`config.mk`:
```
export PLATFORM = sky130hd
export DESIGN_NAME = alu_mdu
export DESIGN_NICKNAME = d
export VERILOG_FILES = /design/src/rtl/alu_mdu_pkg.sv /design/src/rtl/alu_mdu_iter.sv /design/src/rtl/alu_mdu.sv
export SDC_FILE = /design/constraint.sdc
export NUM_CORES = 1
export LEC_CHECK = 0
export ABC_CLOCK_PERIOD_IN_PS = 12300
export CORE_MARGIN = 2
export CORE_UTILIZATION = 40
export DETAILED_ROUTE_END_ITERATION = 6
export SLEW_MARGIN = 5
export SYNTH_ARGS = -nofsm -noshare
export SYNTH_HDL_FRONTEND = slang
export SYNTH_HIERARCHICAL = 1
export SYNTH_SLANG_ARGS = --single-unit
```
`constraint.sdc`:
```
create_clock -name clk -period 12.3 [get_ports clk]
set_input_delay 1.23 -clock clk [delete_from_list [all_inputs] [get_ports clk]]
set_output_delay 1.23 -clock clk [all_outputs]
set_load 0.05 [all_outputs]
```
`src/rtl/alu_mdu_pkg.sv`:
```
// rtl/alu_mdu_pkg.sv - shared op codes and FSM state encoding for alu_mdu
package alu_mdu_pkg;

    localparam logic [3:0] OP_ADD  = 4'b0000;
    localparam logic [3:0] OP_SUB  = 4'b0001;
    localparam logic [3:0] OP_AND  = 4'b0010;
    localparam logic [3:0] OP_OR   = 4'b0011;
    localparam logic [3:0] OP_XOR  = 4'b0100;
    localparam logic [3:0] OP_NOR  = 4'b0101;
    localparam logic [3:0] OP_SLT  = 4'b0110;
    localparam logic [3:0] OP_SLTU = 4'b0111;
    localparam logic [3:0] OP_SLL  = 4'b1000;
    localparam logic [3:0] OP_SRL  = 4'b1001;
    localparam logic [3:0] OP_SRA  = 4'b1010;
    localparam logic [3:0] OP_MULU = 4'b1100;
    localparam logic [3:0] OP_DIVU = 4'b1101;

    typedef enum logic [1:0] {
        IDLE = 2'd0,
        BUSY = 2'd1,
        DONE = 2'd2
    } state_t;

endpackage

```
`src/rtl/alu_mdu_iter.sv`:
```
// rtl/alu_mdu_iter.sv - bit-serial unsigned multiply / restoring divide datapath
//
// Ports:
//   clk, rst_n     clock, asynchronous active-low reset
//   start          one-cycle pulse; operands and mode are taken on this edge
//   mul            1 = multiply (src_a * src_b), 0 = divide (src_a / src_b)
//   src_a, src_b   operands
//   done           one-cycle pulse; hi/lo hold the final result while it is high
//   hi, lo         multiply: product high/low; divide: remainder/quotient
module alu_mdu_iter #(
    parameter int WIDTH = 32
) (
    input  logic             clk,
    input  logic             rst_n,
    input  logic             start,
    input  logic             mul,
    input  logic [WIDTH-1:0] src_a,
    input  logic [WIDTH-1:0] src_b,
    output logic             done,
    output logic [WIDTH-1:0] hi,
    output logic [WIDTH-1:0] lo
);

    localparam int CW = $clog2(WIDTH);

    logic [WIDTH-1:0] dreg;
    logic             mode;
    logic             running;
    logic [CW-1:0]    count;

    // The start edge already performs the first step on the raw operands,
    // so the whole operation completes in exactly WIDTH edges.
    logic [WIDTH-1:0] cur_hi, cur_lo, cur_d;
    logic             cur_mul;
    logic [WIDTH:0]   mul_sum, div_shift, div_diff;
    logic [WIDTH-1:0] nxt_hi, nxt_lo;

    always_comb begin
        cur_hi    = start ? '0 : hi;
        cur_lo    = start ? (mul ? src_b : src_a) : lo;
        cur_d     = start ? (mul ? src_a : src_b) : dreg;
        cur_mul   = start ? mul : mode;
        mul_sum   = {1'b0, cur_hi} + (cur_lo[0] ? {1'b0, cur_d} : '0);
        div_shift = {cur_hi, cur_lo[WIDTH-1]};
        div_diff  = div_shift - {1'b0, cur_d};
        if (cur_mul) begin
            nxt_hi = mul_sum[WIDTH:1];
            nxt_lo = {mul_sum[0], cur_lo[WIDTH-1:1]};
        end else begin
            // Restoring step: keep the partial remainder when the trial subtract borrows.
            nxt_hi = div_diff[WIDTH] ? div_shift[WIDTH-1:0] : div_diff[WIDTH-1:0];
            nxt_lo = {cur_lo[WIDTH-2:0], ~div_diff[WIDTH]};
        end
    end

    always_ff @(posedge clk or negedge rst_n) begin
        if (!rst_n) begin
            hi      <= '0;
            lo      <= '0;
            dreg    <= '0;
            mode    <= 1'b0;
            running <= 1'b0;
            count   <= '0;
            done    <= 1'b0;
        end else begin
            done <= 1'b0;
            if (start || running) begin
                hi   <= nxt_hi;
                lo   <= nxt_lo;
                dreg <= cur_d;
                mode <= cur_mul;
            end
            if (start) begin
                running <= 1'b1;
                count   <= CW'(1);
            end else if (running) begin
                count <= count + 1'b1;
                if (count == CW'(WIDTH - 1)) begin
                    running <= 1'b0;
                    done    <= 1'b1;
                end
            end
        end
    end

endmodule

```
`src/rtl/alu_mdu.sv`:
```
// rtl/alu_mdu.sv - single-cycle ALU with iterative unsigned multiply/divide
//
// Ports:
//   clk, rst_n            clock, asynchronous active-low reset
//   in_valid, in_ready    request handshake (ready only in IDLE)
//   op, src_a, src_b      operation code and operands
//   out_valid, out_ready  result handshake (valid only in DONE)
//   result_lo, result_hi  primary result / product low / quotient; product high / remainder
//   zero, overflow        result_lo == 0; signed overflow for ADD/SUB
module alu_mdu
    import alu_mdu_pkg::*;
#(
    parameter int WIDTH = 32
) (
    input  logic             clk,
    input  logic             rst_n,
    input  logic             in_valid,
    output logic             in_ready,
    input  logic [3:0]       op,
    input  logic [WIDTH-1:0] src_a,
    input  logic [WIDTH-1:0] src_b,
    output logic             out_valid,
    input  logic             out_ready,
    output logic [WIDTH-1:0] result_lo,
    output logic [WIDTH-1:0] result_hi,
    output logic             zero,
    output logic             overflow
);

    localparam int SW = $clog2(WIDTH);

    state_t state, state_next;

    logic [WIDTH-1:0] sum, diff, alu_lo, alu_hi;
    logic [SW-1:0]    shamt;
    logic             alu_ovf, use_iter, start;
    logic             iter_done;
    logic [WIDTH-1:0] iter_hi, iter_lo;

    assign in_ready  = (state == IDLE);
    assign out_valid = (state == DONE);

    // Divide by zero bypasses the iterative path and completes in one cycle.
    assign use_iter = (op == OP_MULU) || ((op == OP_DIVU) && (src_b != '0));
    assign start    = in_ready && in_valid && use_iter;

    assign sum   = src_a + src_b;
    assign diff  = src_a + ~src_b + 1'b1;
    assign shamt = src_b[SW-1:0];

    always_comb begin
        alu_lo  = '0;
        alu_hi  = '0;
        alu_ovf = 1'b0;
        case (op)
            OP_ADD: begin
                alu_lo  = sum;
                alu_ovf = (src_a[WIDTH-1] == src_b[WIDTH-1]) && (sum[WIDTH-1] != src_a[WIDTH-1]);
            end
            OP_SUB: begin
                alu_lo  = diff;
                alu_ovf = (src_a[WIDTH-1] != src_b[WIDTH-1]) && (diff[WIDTH-1] != src_a[WIDTH-1]);
            end
            OP_AND:  alu_lo = src_a & src_b;
            OP_OR:   alu_lo = src_a | src_b;
            OP_XOR:  alu_lo = src_a ^ src_b;
            OP_NOR:  alu_lo = ~(src_a | src_b);
            OP_SLT:  alu_lo = {{(WIDTH-1){1'b0}}, ($signed(src_a) < $signed(src_b))};
            OP_SLTU: alu_lo = {{(WIDTH-1){1'b0}}, (src_a < src_b)};
            OP_SLL:  alu_lo = src_a << shamt;
            OP_SRL:  alu_lo = src_a >> shamt;
            OP_SRA:  alu_lo = WIDTH'($signed(src_a) >>> shamt);
            OP_DIVU: begin
                alu_lo = '1;
                alu_hi = src_a;
            end
            default: ;
        endcase
    end

    alu_mdu_iter #(.WIDTH(WIDTH)) u_iter (
        .clk   (clk),
        .rst_n (rst_n),
        .start (start),
        .mul   (op == OP_MULU),
        .src_a (src_a),
        .src_b (src_b),
        .done  (iter_done),
        .hi    (iter_hi),
        .lo    (iter_lo)
    );

    always_ff @(posedge clk or negedge rst_n) begin
        if (!rst_n) state <= IDLE;
        else        state <= state_next;
    end

    always_comb begin
        state_next = state;
        case (state)
            IDLE:    if (in_valid) state_next = use_iter ? BUSY : DONE;
            BUSY:    if (iter_done) state_next = DONE;
            DONE:    if (out_ready) state_next = IDLE;
            default: state_next = IDLE;
        endcase
    end

    always_ff @(posedge clk or negedge rst_n) begin
        if (!rst_n) begin
            result_lo <= '0;
            result_hi <= '0;
            zero      <= 1'b0;
            overflow  <= 1'b0;
        end else begin
            case (state)
                IDLE: if (in_valid && !use_iter) begin
                    result_lo <= alu_lo;
                    result_hi <= alu_hi;
                    zero      <= (alu_lo == '0);
                    overflow  <= alu_ovf;
                end
                BUSY: if (iter_done) begin
                    result_lo <= iter_lo;
                    result_hi <= iter_hi;
                    zero      <= (iter_lo == '0);
                    overflow  <= 1'b0;
                end
                DONE: if (out_ready) begin
                    // Flags are only meaningful alongside out_valid.
                    zero     <= 1'b0;
                    overflow <= 1'b0;
                end
                default: ;
            endcase
        end
    end

endmodule
```
== Word level (Yosys, flattened, before mapping) ==
Index checks and enable logic that the tools add are counted.
Storage, ports and cells
  flip-flop bits (word level): 172
  input bits: 72
  word-level logic and storage cells: 111
Operators by class
  add/subtract/negate cells: 6
  magnitude comparators: 2
  equality and inequality tests: 23
  shifts and indexed selects: 3
  muxes and demuxes: 39
  bitwise gates (word level): 6
  reduce and logical (&&, ||, !) cells: 20
Operators by type and width (number)
  $mux W32: 14
  $pmux W32 S12: 1
  $pmux W32 S2: 2
  $add A32 B32 Y32: 2
  $logic_not A32 Y1: 2
  $lt A32 B32 Y1: 2
  $not A32 Y32: 2
  $add A32 B33 Y33: 1
  $sub A33 B32 Y33: 1
  $add A32 B1 Y32 const B: 1
  $and A32 B32 Y32: 1
  $or A32 B32 Y32: 1
  $reduce_bool A32 Y1: 1
  $shl A32 B5 Y32: 1
  $shr A32 B5 Y32: 1
  $sshr A32 B5 Y32: 1
  $xor A32 B32 Y32: 1
  $eq A4 B4 Y1 const B: 5
  $eq A4 B3 Y1 const B: 4
  $mux W1: 12
  $mux W5: 2
  $eq A4 B2 Y1 const B: 2
  $mux W2: 4
  $logic_and A1 B1 Y1: 6
  21 further kinds: 29

== Longest topological paths before layout ==
Gate-level depths: netlist of run 1.
  depth after elaboration: 8
  depth in mapped cells: 30

== Cells and area by module ==
The synthesis of run 1 kept the hierarchy.
By module, submodules not included
  alu_mdu: times used 1, cells each 1832, area each 13208.9 sq um, seq. area each 1701.6 sq um
  alu_mdu_iter: times used 1, cells each 1233, area each 9369.0 sq um, seq. area each 2602.5 sq um

== Least setup slack after synthesis of run 1 ==
Ideal clock, no wire load.
  path kind: input-to-reg
  start point: in op[2]
  end point: reg u_iter.hi[28]
  setup time: 0.131 ns
  arrival: 6.559 ns
  slack: 5.609 ns
  stages on the path: 25
  path through: clkbuf_1 > buf_2 > nor2b_1 > nand2_1 > o21ai_0 > nand2_1 > nor2_1 > clkbuf_1 > clkbuf_1 > clkbuf_1 > clkbuf_1 > a21oi_1 > ha_1 > fa_1 > nand2b_1 > a21oi_1 > o211ai_1 > o21ai_1 > a21o_1 > a31oi_1 > xnor2_1 > buf_2 > mux2_2 > a22oi_1 > o21ai_0
On the way
  word-level cells in the longest chain between the ends: 8
Ends and longest elaborated chain
  start, declared: RTL line alu_mdu.sv:19  | input logic [3:0] op,
  $eq A4 B4 Y1: RTL line alu_mdu.sv:44  | assign use_iter = (op == OP_MULU) || ((op == OP_DIVU) && (src_b != '0));
  $logic_and A1 B1 Y1: RTL line alu_mdu.sv:44
  $logic_or A1 B1 Y1 (*): RTL line alu_mdu.sv:44
  $logic_and A1 B1 Y1 (*): RTL line alu_mdu.sv:45  | assign start = in_ready && in_valid && use_iter;
  named net start: RTL line alu_mdu.sv:36  | logic alu_ovf, use_iter, start;
  $mux W32 (*): RTL line alu_mdu_iter.sv:41  | cur_d = start ? (mul ? src_a : src_b) : dreg;
  named net u_iter.cur_d[0]: RTL line alu_mdu_iter.sv:33  | logic [WIDTH-1:0] cur_hi, cur_lo, cur_d;
  $sub A33 B32 Y33 or $mux W32 (tied branches): RTL line alu_mdu_iter.sv:45, alu_mdu_iter.sv:43
  $mux W32 or $add A32 B33 Y33 (tied branches): RTL line alu_mdu_iter.sv:51, alu_mdu_iter.sv:43
  $mux W32 (*): RTL line alu_mdu_iter.sv:46  | if (cur_mul) begin
  end signal, assigned: RTL line alu_mdu_iter.sv:68  | hi <= nxt_hi;
  end, declared: RTL line alu_mdu_iter.sv:20  | output logic [WIDTH-1:0] hi,
The timed path passes the listed nets; every way through them passes the cells marked *.
A chain may end at the register's enable or synchronous reset.

== Worst setup path in the final report of run 1 ==
  start point: in op[2]
  end point: reg u_iter.hi[28]
On the way
  word-level cells in the longest chain between the ends: 8
Ends and longest elaborated chain (RTL line)
  $eq A4 B4 Y1: alu_mdu.sv:44
  $logic_and A1 B1 Y1: alu_mdu.sv:44
  $logic_or A1 B1 Y1 (*): alu_mdu.sv:44
  $logic_and A1 B1 Y1 (*): alu_mdu.sv:45
  named net start: alu_mdu.sv:36
  $mux W32 (on tied branches): alu_mdu_iter.sv:40, alu_mdu_iter.sv:39, alu_mdu_iter.sv:41
  $sub A33 B32 Y33 or $mux W32 (tied branches): alu_mdu_iter.sv:45, alu_mdu_iter.sv:43
  $mux W32 or $add A32 B33 Y33 (tied branches): alu_mdu_iter.sv:51, alu_mdu_iter.sv:43
  $mux W32: alu_mdu_iter.sv:46
Marked as above.

==> out/metrics.csv, run 1 <==
metric;value;unit
layout net count;3335;
CP peak stage delay;1.18;ns
net switching power;3040;µW
CTS resizes;0;
Tmin final;8.45;ns
share of cells above drive strength 1;7.26;%
largest net degree at the start of global routing;78;
RSZ-0062 raised after global routing;no;
latest clock arrival within the worst-skew pair;0.50;ns
clock share of power;10.5;%
clock root cell;clkbuf_16;
worst-case clock skew;0.0214;ns
via count;25400;
number of inserted diodes;0;
Compound-Gate Fraction of Synth Area;28.6;%
Ys Warns;6;
DIE HEIGHT;242;µm
crit path cell chain;clkdlybuf4s50_1 -> nor2b_1 -> nand2_1 -> buf_4 -> o21ai_0 -> nand2_1 -> nor2_4 -> buf_4 -> buf_4 -> o21ai_0 -> ha_1 -> or3_1 -> o211ai_1 -> a311oi_1 -> a31oi_1 -> xnor2_2 -> buf_4 -> mux2_2 -> a22oi_1 -> o21ai_0;
switching share of power;54.4;%
worst reg2reg path startpoint;state[0]$_DFFE_PN0P_;
slew margin rel.;8.89;%
power per cell area;221;nW/µm²
Worst-Margin Slew;1.36;ns
clock tree buffer depth;2;
Max IR drop VDD;243;µV
count of flip-flops with a built-in enable after synthesis;0;
H-tree depth;4;
placed inst area;24700;µm²
grt ovf;0;
number of antenna violations at the first check in global routing;1;
main flop type after synthesis;dfrtp_1;
Initial Util;40.3;%
clk slew on worst S/H paths;0.09;ns
Worst Hold End;result_lo[6]$_DFFE_PN0P_;
cell-internal power;2550;µW
Non-Filler Instances;3854;
Power Total;5590;µW
CP endpoint kind;flop;
slowest CP cell;clkdlybuf4s50_1;
Fin. Hold Viols;0;
final estimated routing congestion in global placement;1.03;
Vias per Instance;6.58;
largest family of logic cells by synthesized area;compound AO/OA/AOI/OAI gates;
core area;56100;µm²
first-pass GRT wire length;168000;µm
most used cell, CP;buf_4;
MaxCap Viol Count;0;
mux share of post-synthesis cell area;11.6;%
# IOs;140;
syn_area_per_cell;7.37;µm²
Post-Place Cells;3822;
cells on worst reg2reg path;17;
die area;58400;µm²
gr usage total;38.7;%
area grow syn2layout;12.0;%
DR iter-0 viols;3071;
Post-DRT Antenna Nets;0;
CTS Hold Buffers Added;0;
sequential power share;18.4;%
hold_sp;result_lo[6]$_DFFE_PN0P_;
most common cell after layout, fill and taps aside;nand2_1;
# port buffers;139;
Async S/R FF share, synth;100;%
Setup violations, final;0;
Mapped Cells;3065;
Buf/Inv on CP;5;
drt wl/cell;30.0;µm
fmax;0.118;GHz
Die W;242;µm
postcts setup bufs;0;
XOR/XNOR Fraction of Synth Area;2.64;%
TNS Setup;0;ns
clock sink count;172;
cts bufs inserted;17;
most frequent cells in the layout;389 x nand2_1, 299 x o21ai_0, 286 x nor2_1, 243 x a21oi_1, 173 x ha_1;
flop-to-flop setup slack;5.72;ns
post-synthesis cell area;22600;µm²
Final Cell Area;25300;µm²
synthesized-area fraction occupied by adder cells;10.0;%
CP delay by family, top;buffers and inverters;
Synthesized Nets;3315;
Fillers;5771;
Slew Viols, Final;0;
Unique masters post-synth;95;
CP Launch Type;input port;
WP data required;12.67;ns
outcome;finished, final reports clean;
logic gate share of total power;71.1;%
sequential area share after synthesis;19.1;%
worst r2r dst;u_iter/hi[28]$_DFFE_PN0P_;
crit-path max FO;77;
CTS tree;yes;
hold depth;2;
Seq cells post-synth;172;
drt first pass iters;6;
Hold WC Path Type;flop to flop;
CP Class;input port to flop;
Detail Placement HPWL;88500;µm
Rows;87;
LEAKAGE;0.0106;µW
fin crit share;68.7;%
Post-Synth Simple-Gate Area;21.6;%
drt drc;0;
Worst EP arrival;8.82;ns
vias in the first global route;24300;
Crit. path cell count;20;
Post-Route WL;116000;µm
state kept, by name, indices dropped and copies added, names as in the netlist:
| name | flops |
|---|---|
| u_iter/mode | 1 |
| u_iter/lo | 32 |
| state | 2 |
| u_iter/count | 5 |
| u_iter/done | 1 |
| u_iter/running | 1 |
| result_hi | 32 |
| overflow | 1 |
| result_lo | 32 |
| zero | 1 |
| u_iter/hi | 32 |
| u_iter/dreg | 32 |
cells in the mapped netlist, drive strengths merged (12+ instances only):
cell type    n  share of area (%)
nand2      389                6.5
o21ai      305                6.8
nor2       289                4.8
a21oi      243                5.4
ha         174                9.6
dfrtp      172                 19
inv        153                2.5
mux2i      151                6.7
clkbuf     149                2.5
nor3        76                1.7
nor2b       68                1.9
nand3       63                1.4
buf         61                1.5
xnor2       45                1.7
o211ai      40                1.3
a21o        36                1.2
mux2        36                1.8
a211oi      34                1.2
a221oi      32                1.3
mux4        31                3.1
nor4        31               0.89
nand2b      30               0.83
nand4       30               0.83
a31oi       26               0.72
o22ai       26               0.72
xor2        23               0.89
o31ai       22               0.75
and2        21               0.59
o221ai      21               0.84
a22oi       20               0.66
and3        19               0.53
o21a        17               0.57
o21bai      16               0.53
a311oi      15               0.58
a21boi      13               0.43
a221o       13               0.58
a211o       12               0.47
worst reg2reg max path: stages (launching register included):
cell and delay (ns):
dfrtp_1 0.45, inv_1 0.19, ha_1 0.42, inv_1 0.18, nor2_4 0.77, buf_4 0.72, buf_4 0.67, o21ai_0 0.36
ha_1 0.35, or3_1 0.36, o211ai_1 0.12, a311oi_1 0.17, a31oi_1 0.34, xnor2_2 0.15, buf_4 0.54, mux2_2 0.42
a22oi_1 0.16, o21ai_0 0.11
logic make-up (layout without fill, tap and decap cells):
logic type               after synthesis  after routing
AND/OR/NAND/NOR                     1065           1065
AO/OA/AOI/OAI                       1000           1000
buffers and inverters                364            397
multiplexers                         218            218
adder cells (fa/ha/maj)              178            178
flip-flops                           172            172
XOR/XNOR                              68             68
through the flow:
step	utilization, %	setup slack (ns)	hold slack (ns)
after floorplan	-	5.61	0.447
after global placement	44.0	3.66	0.462
after detailed placement	44.0	3.52	0.469
after CTS	45.1	4.02	0.488
after global routing	45.1	3.26	0.516
final	45.1	3.85	0.480
power by group through the flow:
stage                     Combinational (µW)  Sequential, µW  Clock [µW]
after floorplan                         2610            1170           0
after global placement                  3840            1020           0
after detailed placement                3880            1030           0
after CTS                               3900            1020         602
after global routing                    4300            1050         625
final                                   3970            1030         587
worst max path at each step:
stage	endpoint	slack [ns]	from
after floorplan	u_iter/hi[28]$_DFFE_PN0P_	5.61	op[2]
after global placement	u_iter/hi[28]$_DFFE_PN0P_	3.66	op[2]
after detailed placement	u_iter/hi[28]$_DFFE_PN0P_	3.52	op[2]
after CTS	u_iter/hi[28]$_DFFE_PN0P_	4.02	op[2]
after global routing	u_iter/hi[28]$_DFFE_PN0P_	3.26	op[2]
final	u_iter/hi[28]$_DFFE_PN0P_	3.85	op[2]
layer usage:
metal  global-route usage, %  routed length, µm
met1                    52.3              48600
met2                    59.2              50300
met3                    6.89              10100
met4                    19.4               6600
met5                       0                 13
cell type report:
type	instances	area [µm²]	share of cell area [%]
sequential	172	4300	17.0
clock buffer	17	425	1.68
multi-input combinational	2529	16900	66.9
clock inverter	15	201	0.797
inverter	154	579	2.29
timing repair buffer	211	1920	7.58
tap	756	946	3.74
No activity file was read; power rests on OpenSTA's default activity.
==> run 2, diff against run 1 <==
ABC_CLOCK_PERIOD_IN_PS = 8300   (was 12300)
clock period = 8.3 ns   (was 12.3 ns; I/O delays follow)
==> run 2 against run 1 <==
Against the previous run:
- routed wire length grew 1.1%
- final area is 0.40% higher
- die area unchanged
- first-iteration DRC count up 13%
- total power is 50% higher
- sequential cell count did not move
- clock skew is 0.0037 ns lower
- sequential power grew 47%
- sequential share of layout area fell by 0.068 points
- largest power group unchanged
==> out/metrics.csv, run 2 (synthesized netlist as in run 1, its figures left out) <==
metric;value;unit;change
outcome;finished, final reports clean;;
TNS Setup;0;ns;unchanged
Tmin final;7.00;ns;
CP endpoint kind;flop;;
M2 GR Usage;58.9;%;-0.30 points
clock root cell;clkbuf_16;;
MaxCap Viol Count;0;;unchanged
via count;25600;;+0.98%
Detail Placement HPWL;90300;µm;+2.0%
WP data required;8.68;ns;-3.99 ns
Setup violations, final;0;;unchanged
latest clock arrival within the worst-skew pair;0.49;ns;about the same
Fin. Hold Viols;0;;unchanged
clock tree buffer depth;2;;unchanged
slew margin rel.;16.2;%;+7.3 points
DR iter-0 viols;3474;;+13%
met3 Use GR;8.53;%;+1.6 points
Initial Util;40.3;%;unchanged
Die W;242;µm;unchanged
worst-case clock skew;0.0177;ns;-0.00371 ns
GRT busiest layer;met2;;
Final WS setup;1.30;ns;-2.55 ns
Worst EP arrival;7.38;ns;-1.44 ns
slowest CP cell;nor4_1;;
Rows;87;;unchanged
Vias per Instance;6.63;;+0.64%
fin crit share;84.3;%;
most common cell after layout, fill and taps aside;nand2_1;;
H-tree depth;4;;unchanged
layout net count;3347;;+0.36%
cts bufs inserted;17;;unchanged
postcts setup bufs;0;;unchanged
CTS Hold Buffers Added;0;;unchanged
crit-path max FO;41;;-47%
utilization after layout;45.3;%;+0.18 points
RSZ-0062 raised after global routing;no;;
clk slew on worst S/H paths;0.08;ns;about the same
drt first pass iters;6;;unchanged
# IOs;140;;unchanged
Max IR drop VDD;318;µV;+31%
most frequent cells in the layout;389 x nand2_1, 299 x o21ai_0, 287 x nor2_1, 243 x a21oi_1, 173 x ha_1;;
Slew Viols, Final;0;;unchanged
number of antenna violations at the first check in global routing;3;;+2
area grow syn2layout;12.4;%;
LEAKAGE;0.0107;µW;+0.60%
CTS tree;yes;;
share of cells above drive strength 1;7.62;%;+0.36 points
DP Worst Slack;1.07;ns;-2.46 ns
Hold WC Path Type;input port to async pin;;
gr usage total;38.9;%;+0.27 points
drt drc;0;;unchanged
CP Launch Type;input port;;
# port buffers;139;;unchanged
grt ovf;0;;unchanged
crit path cell chain;clkdlybuf4s50_1 -> nor4_1 -> nand4_1 -> nor3_1 -> o21ai_0 -> nand2_1 -> nor2_4 -> buf_4 -> buf_4 -> nor2b_1 -> ha_1 -> a21oi_1 -> o21ai_0 -> a32oi_1 -> nand3_1 -> a21o_1 -> a31oi_1 -> xnor2_2 -> buf_12 -> mux2i_1 -> mux2i_1 -> mux2_2;;
CTS resizes;0;;unchanged
Hold Worst Slack;0.300;ns;-0.179 ns
DIE HEIGHT;242;µm;unchanged
drt wl/cell;30.3;µm;+0.78%
fmax;0.143;GHz;
Post-Route WL;117000;µm;+1.1%
power per cell area;330;nW/µm²;+49%
CP peak stage delay;0.93;ns;-0.25 ns
first-pass GRT wire length;169000;µm;+0.61%
clock sink count;172;;unchanged
Post-DRT Antenna Nets;0;;unchanged
core area;56100;µm²;unchanged
die area;58400;µm²;unchanged
final estimated routing congestion in global placement;1.07;;+4.7%
Worst-Margin Slew;1.25;ns;-0.107 ns
CP Class;input port to flop;;
largest net degree at the start of global routing;81;;+3.8%
met1 Track Usage GR;52.6;%;+0.40 points
vias in the first global route;24300;;+0.21%
run 2: report_power, final:
group,total (µW),switching (µW),internal (µW)
clock network,861,423,438
logic,5990,3800,2190
registers,1510,313,1200
run 2: layer usage:
| metal | share of wire, % | vias up | routed length [µm] |
|---|---|---|---|
| met2 | 43 | 1508 | 50200 |
| met3 | 9.7 | 294 | 11300 |
| met4 | 5.4 | 6 | 6330 |
| met5 | 0.035 | - | 41 |
| li1 | - | 11300 | - |
| met1 | 42 | 12600 | 49100 |
run 2: cell type report:
cell class | count | area [µm²]
diodes | 1 | 2.50
multi-input cells | 2529 | 16900
inverters | 154 | 579
clock inverters | 14 | 169
flip-flops and latches | 172 | 4300
well taps | 756 | 946
clock buffers | 18 | 439
fillers | 5762 | 30700
repair buffers | 223 | 2030
run 2: worst paths after layout:
| kind | startpoint | end | slack (ns) | depth (start not counted) |
|---|---|---|---|---|
| setup / recovery | src_b[22] | u_iter/hi[19]$_DFFE_PN0P_ | 1.30 | 22 |
| hold / removal | rst_n | result_lo[28]$_DFFE_PN0P_ | 0.30 | 1 |
| setup reg to reg | state[0]$_DFFE_PN0P_ | u_iter/hi[19]$_DFFE_PN0P_ | 2.21 | 19 |
| hold reg to reg | result_lo[6]$_DFFE_PN0P_ | result_lo[6]$_DFFE_PN0P_ | 0.49 | 2 |
| max in group asynchronous | rst_n | result_hi[12]$_DFFE_PN0P_ | 6.66 | 2 |
| min in group clk | result_lo[6]$_DFFE_PN0P_ | result_lo[6]$_DFFE_PN0P_ | 0.49 | 2 |
run 2: worst max-delay path, delay by kind of cell:
family	cells	cell delay, ns
buffers and inverters	4	1.49
adder cells (fa/ha/maj)	1	0.34
AND/OR/NAND/NOR	7	2.08
AO/OA/AOI/OAI	6	1.73
XOR/XNOR	1	0.27
multiplexers	3	0.57
run 2: through the flow:
stage / cells / cell area, µm² / power [µW]
final: 3867 / 25400 / 8370
after global routing: 3866 / 25400 / 8920
after CTS: 3866 / 25400 / 8250
after detailed placement: 3834 / 24800 / 7350
after global placement: 3834 / 24800 / 7320
after floorplan: 3065 / 22600 / 5590
